### src/rtl/usart_pkg.sv
// Shared register offsets, bit positions and RX entry layout for the USART register block.
package usart_pkg;

    localparam logic [7:0] OFF_UDR   = 8'd0;
    localparam logic [7:0] OFF_UCSRA = 8'd1;
    localparam logic [7:0] OFF_UCSRB = 8'd2;
    localparam logic [7:0] OFF_UCSRC = 8'd3;
    localparam logic [7:0] OFF_UBRRL = 8'd4;
    localparam logic [7:0] OFF_FSTAT = 8'd5;

    localparam int UCSRA_RXC  = 7;
    localparam int UCSRA_TXC  = 6;
    localparam int UCSRA_UDRE = 5;
    localparam int UCSRA_FE   = 4;
    localparam int UCSRA_DOR  = 3;
    localparam int UCSRA_PE   = 2;
    localparam int UCSRA_U2X  = 1;
    localparam int UCSRA_MPCM = 0;

    localparam int UCSRB_RXCIE = 7;
    localparam int UCSRB_TXCIE = 6;
    localparam int UCSRB_UDRIE = 5;
    localparam int UCSRB_RXEN  = 4;
    localparam int UCSRB_TXEN  = 3;
    localparam int UCSRB_UCSZ2 = 2;
    localparam int UCSRB_RXB8  = 1;
    localparam int UCSRB_TX8   = 0;

    localparam int UCSRC_URSEL = 7;
    localparam int UCSRC_UMSEL = 6;
    localparam int UCSRC_UPM1  = 5;
    localparam int UCSRC_UPM0  = 4;
    localparam int UCSRC_USBS  = 3;
    localparam int UCSRC_UCSZ1 = 2;
    localparam int UCSRC_UCSZ0 = 1;
    localparam int UCSRC_UCPOL = 0;

    localparam int RXE_W   = 11;
    localparam int RXE_FE  = 10;
    localparam int RXE_PE  = 9;
    localparam int RXE_RX8 = 8;

    function automatic logic [3:0] sat_nibble(input logic [15:0] v);
        return (v > 16'd15) ? 4'hF : v[3:0];
    endfunction

endpackage

### src/rtl/usart_fifo.sv
// Synchronous FIFO with flush and occupancy level; a push into a full FIFO is accepted when a pop frees a slot.
module usart_fifo #(
    parameter int WIDTH = 8,
    parameter int DEPTH = 4
) (
    input  logic                     clk,
    input  logic                     rst_n,
    input  logic                     flush,
    input  logic                     push,
    input  logic                     pop,
    input  logic [WIDTH-1:0]         din,
    output logic [WIDTH-1:0]         dout,
    output logic                     full,
    output logic                     empty,
    output logic [$clog2(DEPTH):0]   level
);
    localparam int AW = $clog2(DEPTH);
    localparam int LW = AW + 1;

    logic [WIDTH-1:0] mem_r [DEPTH];
    logic [AW-1:0]    wr_ptr_r;
    logic [AW-1:0]    rd_ptr_r;
    logic [LW-1:0]    count_r;
    logic             push_ok_s;
    logic             pop_ok_s;

    assign empty     = (count_r == LW'(0));
    assign full      = (count_r == LW'(DEPTH));
    assign level     = count_r;
    assign dout      = mem_r[rd_ptr_r];
    assign pop_ok_s  = pop & ~empty;
    assign push_ok_s = push & (~full | pop_ok_s);

    // Storage, pointers and occupancy; flush wins over any same-cycle push or pop.
    always_ff @(posedge clk or negedge rst_n) begin
        if (!rst_n) begin
            for (int i = 0; i < DEPTH; i++) begin
                mem_r[i] <= '0;
            end
            wr_ptr_r <= '0;
            rd_ptr_r <= '0;
            count_r  <= '0;
        end else if (flush) begin
            wr_ptr_r <= '0;
            rd_ptr_r <= '0;
            count_r  <= '0;
        end else begin
            if (push_ok_s) begin
                mem_r[wr_ptr_r] <= din;
                wr_ptr_r        <= wr_ptr_r + AW'(1);
            end
            if (pop_ok_s) begin
                rd_ptr_r <= rd_ptr_r + AW'(1);
            end
            count_r <= count_r + LW'(push_ok_s) - LW'(pop_ok_s);
        end
    end

endmodule

### src/rtl/usart_regs_fifo.sv
// AVR-style USART register file with TX/RX FIFOs, status flags, baud divisor and interrupt request.
module usart_regs_fifo
    import usart_pkg::*;
#(
    parameter logic [7:0] BASE_ADDR = 8'h00,
    parameter int         TX_DEPTH  = 4,
    parameter int         RX_DEPTH  = 4,
    parameter int         UBRR_W    = 12
) (
    input  logic              i_fosk,
    input  logic              i_rst_n,
    input  logic [7:0]        i_addr,
    input  logic [7:0]        i_word,
    input  logic              i_we,
    input  logic              i_re,
    output logic [7:0]        o_word,
    output logic [8:0]        o_tx_data,
    output logic              o_tx_valid,
    input  logic              i_tx_ready,
    input  logic              i_txc,
    input  logic [8:0]        i_rx_data,
    input  logic              i_rx_fe,
    input  logic              i_rx_pe,
    input  logic              i_rx_valid,
    output logic [UBRR_W-1:0] o_ubrr,
    output logic              o_ubrr_we,
    output logic              o_u2x,
    output logic              o_mpcm,
    output logic              o_txen,
    output logic              o_rxen,
    output logic              o_usbs,
    output logic              o_umsel,
    output logic              o_ucpol,
    output logic [2:0]        o_ucsz,
    output logic [1:0]        o_upm,
    output logic              o_irq
);
    localparam logic [7:0] ADR_UDR   = BASE_ADDR + OFF_UDR;
    localparam logic [7:0] ADR_UCSRA = BASE_ADDR + OFF_UCSRA;
    localparam logic [7:0] ADR_UCSRB = BASE_ADDR + OFF_UCSRB;
    localparam logic [7:0] ADR_UCSRC = BASE_ADDR + OFF_UCSRC;
    localparam logic [7:0] ADR_UBRRL = BASE_ADDR + OFF_UBRRL;
    localparam logic [7:0] ADR_FSTAT = BASE_ADDR + OFF_FSTAT;

    logic u2x_r, mpcm_r, txc_r, dor_r, txc_prev_r, toggle_r, ubrr_we_r;
    logic rxcie_r, txcie_r, udrie_r, rxen_r, txen_r, ucsz2_r, tx8_r;
    logic umsel_r, usbs_r, ucpol_r;
    logic [1:0] upm_r, ucsz_r;
    logic [UBRR_W-1:0] ubrr_r;

    logic sel_udr_s, sel_ucsra_s, sel_ucsrb_s, sel_ucsrc_s, sel_ubrrl_s;
    logic wr_udr_s, wr_ucsra_s, wr_ucsrb_s, wr_ucsrc_s, wr_ubrrl_s;
    logic tx_push_s, tx_pop_s, tx_flush_s, tx_full_s, tx_empty_s;
    logic rx_push_s, rx_pop_s, rx_flush_s, rx_full_s, rx_empty_s, rx_frame_s, rx_drop_s;
    logic txc_set_s, txc_clr_s, ubrr_wr_s;
    logic [8:0]              tx_head_s;
    logic [RXE_W-1:0]        rx_head_s;
    logic [RXE_W-1:0]        rx_vis_s;
    logic [$clog2(TX_DEPTH):0] tx_level_s;
    logic [$clog2(RX_DEPTH):0] rx_level_s;
    logic [7:0] ucsra_s, ucsrb_s, ucsrc_s, ubrrh_s, fstat_s;

    assign sel_udr_s   = (i_addr == ADR_UDR);
    assign sel_ucsra_s = (i_addr == ADR_UCSRA);
    assign sel_ucsrb_s = (i_addr == ADR_UCSRB);
    assign sel_ucsrc_s = (i_addr == ADR_UCSRC);
    assign sel_ubrrl_s = (i_addr == ADR_UBRRL);
    assign wr_udr_s    = i_we & sel_udr_s;
    assign wr_ucsra_s  = i_we & sel_ucsra_s;
    assign wr_ucsrb_s  = i_we & sel_ucsrb_s;
    assign wr_ucsrc_s  = i_we & sel_ucsrc_s;
    assign wr_ubrrl_s  = i_we & sel_ubrrl_s;

    assign o_tx_valid = ~tx_empty_s & txen_r;
    assign o_tx_data  = tx_head_s;
    assign tx_push_s  = wr_udr_s & txen_r & ~tx_full_s;
    assign tx_pop_s   = o_tx_valid & i_tx_ready;
    assign tx_flush_s = wr_ucsrb_s & ~i_word[UCSRB_TXEN];

    // An RX frame arriving at a full FIFO still lands if the CPU pops UDR in the same cycle.
    assign rx_pop_s   = i_re & sel_udr_s & ~rx_empty_s;
    assign rx_frame_s = i_rx_valid & rxen_r;
    assign rx_push_s  = rx_frame_s & (~rx_full_s | rx_pop_s);
    assign rx_drop_s  = rx_frame_s & ~rx_push_s;
    assign rx_flush_s = wr_ucsrb_s & ~i_word[UCSRB_RXEN];
    assign rx_vis_s   = rx_empty_s ? {RXE_W{1'b0}} : rx_head_s;

    assign txc_set_s = i_txc & ~txc_prev_r & tx_empty_s;
    assign txc_clr_s = wr_ucsra_s & i_word[UCSRA_TXC];
    assign ubrr_wr_s = (wr_ucsrc_s & ~i_word[UCSRC_URSEL]) | wr_ubrrl_s;

    usart_fifo #(.WIDTH(9), .DEPTH(TX_DEPTH)) u_tx_fifo (
        .clk(i_fosk), .rst_n(i_rst_n), .flush(tx_flush_s), .push(tx_push_s), .pop(tx_pop_s),
        .din({tx8_r, i_word}), .dout(tx_head_s), .full(tx_full_s), .empty(tx_empty_s),
        .level(tx_level_s)
    );

    usart_fifo #(.WIDTH(RXE_W), .DEPTH(RX_DEPTH)) u_rx_fifo (
        .clk(i_fosk), .rst_n(i_rst_n), .flush(rx_flush_s), .push(rx_push_s), .pop(rx_pop_s),
        .din({i_rx_fe, i_rx_pe, i_rx_data}), .dout(rx_head_s), .full(rx_full_s),
        .empty(rx_empty_s), .level(rx_level_s)
    );

    // Control/status registers, baud divisor and the +3 read toggle.
    always_ff @(posedge i_fosk or negedge i_rst_n) begin
        if (!i_rst_n) begin
            {u2x_r, mpcm_r, txc_r, dor_r, txc_prev_r, toggle_r, ubrr_we_r} <= 7'b0;
            {rxcie_r, txcie_r, udrie_r, rxen_r, txen_r, ucsz2_r, tx8_r}   <= 7'b0;
            {umsel_r, usbs_r, ucpol_r} <= 3'b0;
            upm_r  <= 2'b0;
            ucsz_r <= 2'b0;
            ubrr_r <= '0;
        end else begin
            txc_prev_r <= i_txc;
            ubrr_we_r  <= ubrr_wr_s;
            if (wr_ucsra_s) begin
                u2x_r  <= i_word[UCSRA_U2X];
                mpcm_r <= i_word[UCSRA_MPCM];
            end
            if (txc_set_s) begin
                txc_r <= 1'b1;
            end else if (txc_clr_s) begin
                txc_r <= 1'b0;
            end
            if (rx_flush_s) begin
                dor_r <= 1'b0;
            end else if (rx_drop_s) begin
                dor_r <= 1'b1;
            end else if (rx_pop_s) begin
                dor_r <= 1'b0;
            end
            if (wr_ucsrb_s) begin
                {rxcie_r, txcie_r, udrie_r, rxen_r, txen_r, ucsz2_r} <= i_word[7:2];
                tx8_r <= i_word[UCSRB_TX8];
            end
            if (wr_ucsrc_s && i_word[UCSRC_URSEL]) begin
                umsel_r <= i_word[UCSRC_UMSEL];
                upm_r   <= i_word[UCSRC_UPM1:UCSRC_UPM0];
                usbs_r  <= i_word[UCSRC_USBS];
                ucsz_r  <= i_word[UCSRC_UCSZ1:UCSRC_UCSZ0];
                ucpol_r <= i_word[UCSRC_UCPOL];
            end else if (wr_ucsrc_s) begin
                ubrr_r <= {i_word[UBRR_W-9:0], ubrr_r[7:0]};
            end else if (wr_ubrrl_s) begin
                ubrr_r <= {ubrr_r[UBRR_W-1:8], i_word};
            end
            if (i_re && sel_ucsrc_s) begin
                toggle_r <= ~toggle_r;
            end else if ((i_re || i_we) && !sel_ucsrc_s) begin
                toggle_r <= 1'b0;
            end
        end
    end

    assign ucsra_s = {~rx_empty_s, txc_r, ~tx_full_s, rx_vis_s[RXE_FE], dor_r,
                      rx_vis_s[RXE_PE], u2x_r, mpcm_r};
    assign ucsrb_s = {rxcie_r, txcie_r, udrie_r, rxen_r, txen_r, ucsz2_r,
                      rx_vis_s[RXE_RX8], tx8_r};
    assign ucsrc_s = {1'b1, umsel_r, upm_r, usbs_r, ucsz_r, ucpol_r};
    assign ubrrh_s = 8'(ubrr_r >> 8);
    assign fstat_s = {sat_nibble(16'(tx_level_s)), sat_nibble(16'(rx_level_s))};

    // Read data mux; unmapped addresses read as zero.
    always_comb begin
        o_word = 8'h00;
        case (i_addr)
            ADR_UDR:   o_word = rx_vis_s[7:0];
            ADR_UCSRA: o_word = ucsra_s;
            ADR_UCSRB: o_word = ucsrb_s;
            ADR_UCSRC: o_word = toggle_r ? ucsrc_s : ubrrh_s;
            ADR_UBRRL: o_word = ubrr_r[7:0];
            ADR_FSTAT: o_word = fstat_s;
            default:   o_word = 8'h00;
        endcase
    end

    assign o_ubrr    = ubrr_r;
    assign o_ubrr_we = ubrr_we_r;
    assign o_u2x     = u2x_r;
    assign o_mpcm    = mpcm_r;
    assign o_txen    = txen_r;
    assign o_rxen    = rxen_r;
    assign o_usbs    = usbs_r;
    assign o_umsel   = umsel_r;
    assign o_ucpol   = ucpol_r;
    assign o_ucsz    = {ucsz2_r, ucsz_r};
    assign o_upm     = upm_r;
    assign o_irq     = (rxcie_r & ~rx_empty_s) | (txcie_r & txc_r) | (udrie_r & ~tx_full_s);

endmodule

### config.mk
export PLATFORM = sky130hd
export DESIGN_NAME = usart_regs_fifo
export DESIGN_NICKNAME = d
export VERILOG_FILES = /design/src/rtl/usart_pkg.sv /design/src/rtl/usart_fifo.sv /design/src/rtl/usart_regs_fifo.sv
export SDC_FILE = /design/constraint.sdc
export NUM_CORES = 1
export LEC_CHECK = 0
export BUFFER_PORTS_ARGS = -buffer_cell sky130_fd_sc_hd__buf_2
export CORE_UTILIZATION = 51
export CTS_CLUSTER_DIAMETER = 150
export CTS_CLUSTER_SIZE = 12
export DETAILED_ROUTE_END_ITERATION = 7
export PLACE_DENSITY = 0.83
export SETUP_SLACK_MARGIN = 0.02
export SLEW_MARGIN = 5
export SYNTH_ARGS = -nofsm -noshare
export SYNTH_HDL_FRONTEND = slang
export SYNTH_SLANG_ARGS = --single-unit
export TNS_END_PERCENT = 50
### constraint.sdc
create_clock -name i_fosk -period 2.5 [get_ports i_fosk]
set_input_delay 0.125 -clock i_fosk [delete_from_list [all_inputs] [get_ports i_fosk]]
set_output_delay 0.125 -clock i_fosk [all_outputs]
set_load 0.005 [all_outputs]
==> run_results.csv <==
group,metric,value,unit
status,status,"complete, but fails checks",
status,violations,"design-rule violations",
timing,fmax,0.430,GHz
yosys,synth.avg_cell_area,13.5,um2
detailed_routing,drtAntennaViolNets,0,
worst_hold_path,hp-start,"i_we",
worst_hold_path,hold-path-cell-count,2,
die,die_area,12600,um2
clocking,path_clk_slew,0.06,ns
finish,area_delta_synth_final,23.1,%
timing,max_slew_margin,0.547,
timing,period_needed,2.33,ns
yosys,syn_inst,460,
timing,worst_slew_pin_slew,0.680,ns
die,rows,39,
worst_setup_path,worst_path_largest_cell_delay,0.42,ns
pwr,p_switching,2040,uW
pwr,switching_share,0.291,
flow_run,max_cap_viol_count,0,
timing,rsz0062_at_grt,"false",
clocking,cts_tree,"done",
clocking,cts_buffers,17,
die,fp.dieW,112,um
yosys,synth_ff_type,"dfrtp_1",
clocking,cts_root_buffer,"clkbuf_16",
die,coreArea,11600,um2
timing,hold_violations,0,
placement,dp_slack,-0.115,ns
timing,slew_violations,0,
detailed_routing,avgRoutedWirePerCell,20.1,um
timing,setup_viol_count_final,0,
yosys,ys_ff_latch,127,
clocking,clk_latency,0.41,ns
placement,gp_congestion,0.859,
worst_setup_path,path_depth,11,
finish,multi_input_area,2850,um2
yosys,postSynth.asyncResetShare,1.00,
global_route,grt_max_degree,54,
pwr,combPwrFrac,0.245,
placement,place_inst,688,
yosys,synth-edff-count,0,
finish,stdcell_count,735,
finish,num_antenna_cells,0,
detailed_routing,routed_wl,14800,um
global_route,grt_pass1_wl,24200,um
pwr,irDropWorstVdd,0.684,mV
worst_setup_path,r2r-end,"u_rx_fifo.level[2]$_DFF_PN0_",
finish,fin_util,0.656,
worst_setup_path,crit_arrival,2.63,ns
placement,dp_hpwl,10600,um
clocking,clockBufferDepth,2,
global_route,antenna_found_initial,0,
die,io_pins,78,
detailed_routing,drt_iter0_drc,271,
worst_setup_path,critical_path_class,"reg2reg",
finish,final_common_cell,"dfrtp_1",
finish,final-seq-area,3180,um2
worst_setup_path,critPathLaunchType,"flip-flop",
pwr,power.internal,4970,uW
placement,io_buffer_count,77,
finish,fin_nets,627,
global_route,grt_usage,0.255,
die,die_h,112,um
worst_setup_path,cp_max_fo,5,
worst_setup_path,path_cells,"nor3_1, buf_4, nor4_4, ha_1, inv_1, ha_1, inv_1, fa_1, xor2_1, xnor2_1, nor2_1",
finish,final_cell_mix,"dfrtp_1, mux2_2, buf_2, buf_4, nor2_1",
timing,min_period_over_period,0.930,
detailed_routing,vias_per_cell,5.93,
detailed_routing,first_pass_iters,8,
yosys,syn-cell-area,6190,um2
yosys,synth_nets,508,
worst_setup_path,cp.required,2.80,ns
detailed_routing,drc,6,
global_route,overflow,0,
finish,drive_gt1_frac,0.483,
worst_setup_path,end_kind,"flip-flop",
clocking,cts_sinks,127,
worst_hold_path,worstHoldEndpoint,"toggle_r$_DFFE_PN0P_",
die,start_util,0.533,
clocking,htree_levels,4,
finish,n_fill_cell,829,
worst_setup_path,cpLargestDelayFamily,"adder cells",
worst_hold_path,worstHoldPathType,"in2reg",
worst_setup_path,crit_buf_inv,3,
pwr,seq_power_share,0.423,
worst_setup_path,cp_slowest_cell,"dfrtp_2",
yosys,yosysWarnings,0,
worst_setup_path,ff2ff_path_depth,11,
detailed_routing,via_count,4359,
timing,finClkSkew,0.00557,ns
timing,setup_ws,0.175,ns
timing,fin_setup_tns,0,ns
yosys,synth-seq-area-share,0.513,
pwr,power_density,919,nW/um2
worst_setup_path,rr_startpoint,"u_rx_fifo.level[2]$_DFF_PN0_",
yosys,ys_types,54,
pwr,power,7000,uW
global_route,grt_pass1_vias,4577,
pwr,p_leak,0.00361,uW
pwr,pwr-share-clk,0.332,
worst_setup_path,r2r_setup_slack,0.17,ns
cell usage after synthesis, drive strengths merged (2+ instances only):
| cell type | instances | area share |
|---|---|---|
| a32oi | 2 | 0.0028 |
| nor4 | 7 | 0.014 |
| nor3 | 6 | 0.0057 |
| inv | 20 | 0.012 |
| nand3 | 8 | 0.0065 |
| or2 | 2 | 0.0020 |
| nor2 | 21 | 0.013 |
| mux2i | 4 | 0.0065 |
| fa | 2 | 0.0065 |
| or4 | 4 | 0.0049 |
| nand4 | 2 | 0.0020 |
| a21oi | 9 | 0.0073 |
| or4b | 2 | 0.0032 |
| nand2b | 5 | 0.0051 |
| a211o | 2 | 0.0028 |
| buf | 6 | 0.0067 |
| xor2 | 4 | 0.0057 |
| a22o | 2 | 0.0028 |
| a22oi | 5 | 0.0061 |
| nor2b | 6 | 0.0061 |
| mux4 | 20 | 0.073 |
| ha | 12 | 0.024 |
| mux2 | 111 | 0.20 |
| xnor2 | 5 | 0.0071 |
| clkbuf | 16 | 0.0099 |
| nor3b | 2 | 0.0024 |
| nand2 | 16 | 0.011 |
| o21ai | 11 | 0.0089 |
| o31ai | 3 | 0.0036 |
| dfrtp | 127 | 0.51 |
| a211oi | 2 | 0.0024 |
per-layer routing:
layer  wire (um)  up-vias  track usage
met3         772       20       0.0626
li1            -     1926            -
met5           0        -            0
met4         246        0       0.0889
met2        7640      123        0.446
met1        6100     2290        0.307
final cells by class:
cell class | count | area share
clock buffers | 19 | 0.0594
well taps | 143 | 0.0235
inverters | 20 | 0.00985
multi-input cells | 291 | 0.374
repair buffers | 122 | 0.101
flip-flops and latches | 127 | 0.417
clock inverters | 13 | 0.0151
state kept, by name, summed over array words and instances, names as in the netlist, 2 cells and up:
name                cells
u_rx_fifo.mem_r        44
u_tx_fifo.mem_r        36
o_ubrr                 12
u_rx_fifo.level         3
u_tx_fifo.level         3
o_upm                   2
u_rx_fifo.rd_ptr_r      2
u_rx_fifo.wr_ptr_r      2
u_tx_fifo.rd_ptr_r      2
u_tx_fifo.wr_ptr_r      2
ucsz_r                  2
worst register-to-register path: cells and delay by family, from the launching register on:
family	cells	cell delay (ns)
xor gates and xnor gates	2	0.34
buffers and inverters	3	0.27
and+or+nand+nor	3	0.41
DFF	1	0.42
adders and majority gates	3	0.77
worst max-delay path by stage:
stage / end / startpoint
after floorplan: u_rx_fifo.level[2]$_DFF_PN0_ / i_addr[0]
after global placement: u_rx_fifo.level[2]$_DFF_PN0_ / i_addr[0]
after detailed placement: u_rx_fifo.level[2]$_DFF_PN0_ / i_addr[0]
after CTS: u_rx_fifo.level[2]$_DFF_PN0_ / u_rx_fifo.level[0]$_DFF_PN0_
after global routing: u_rx_fifo.level[2]$_DFF_PN0_ / u_rx_fifo.level[2]$_DFF_PN0_
final: u_rx_fifo.level[2]$_DFF_PN0_ / u_rx_fifo.level[2]$_DFF_PN0_
power groups by stage:
stage / Clock, uW / Sequential [uW] / Combinational (uW)
floorplan: 0 / 2810 / 1290
global placement: 0 / 2940 / 1570
detailed placement: 0 / 3000 / 1670
CTS: 2350 / 2970 / 1700
global route: 2440 / 3040 / 1870
finish: 2320 / 2970 / 1710
per-stage QoR:
stage,cell area [um2],hold WS [ns]
finish,7620,0.0159
global route,7620,0.0379
CTS,7610,0.000916
detailed placement,6910,0.210
global placement,6910,0.193
floorplan,6210,-0.171
timing repair:
item                                   in CTS  in global routing
setup endpoints to repair                   0                  1
setup buffers                               0                  2
gates resized for setup                     0                  1
endpoints found under the hold margin      96                  0
hold buffers                               13                  0
logic make-up after synthesis:
family / Yosys count / synth area share
fa+ha+maj: 14 / 0.0307
xor+xnor: 9 / 0.0127
mux: 135 / 0.281
buf+inv: 42 / 0.0287
compound gates: 47 / 0.0517
simple gates: 86 / 0.0816
flops: 127 / 0.513
(Power assumes the default switching activity.)
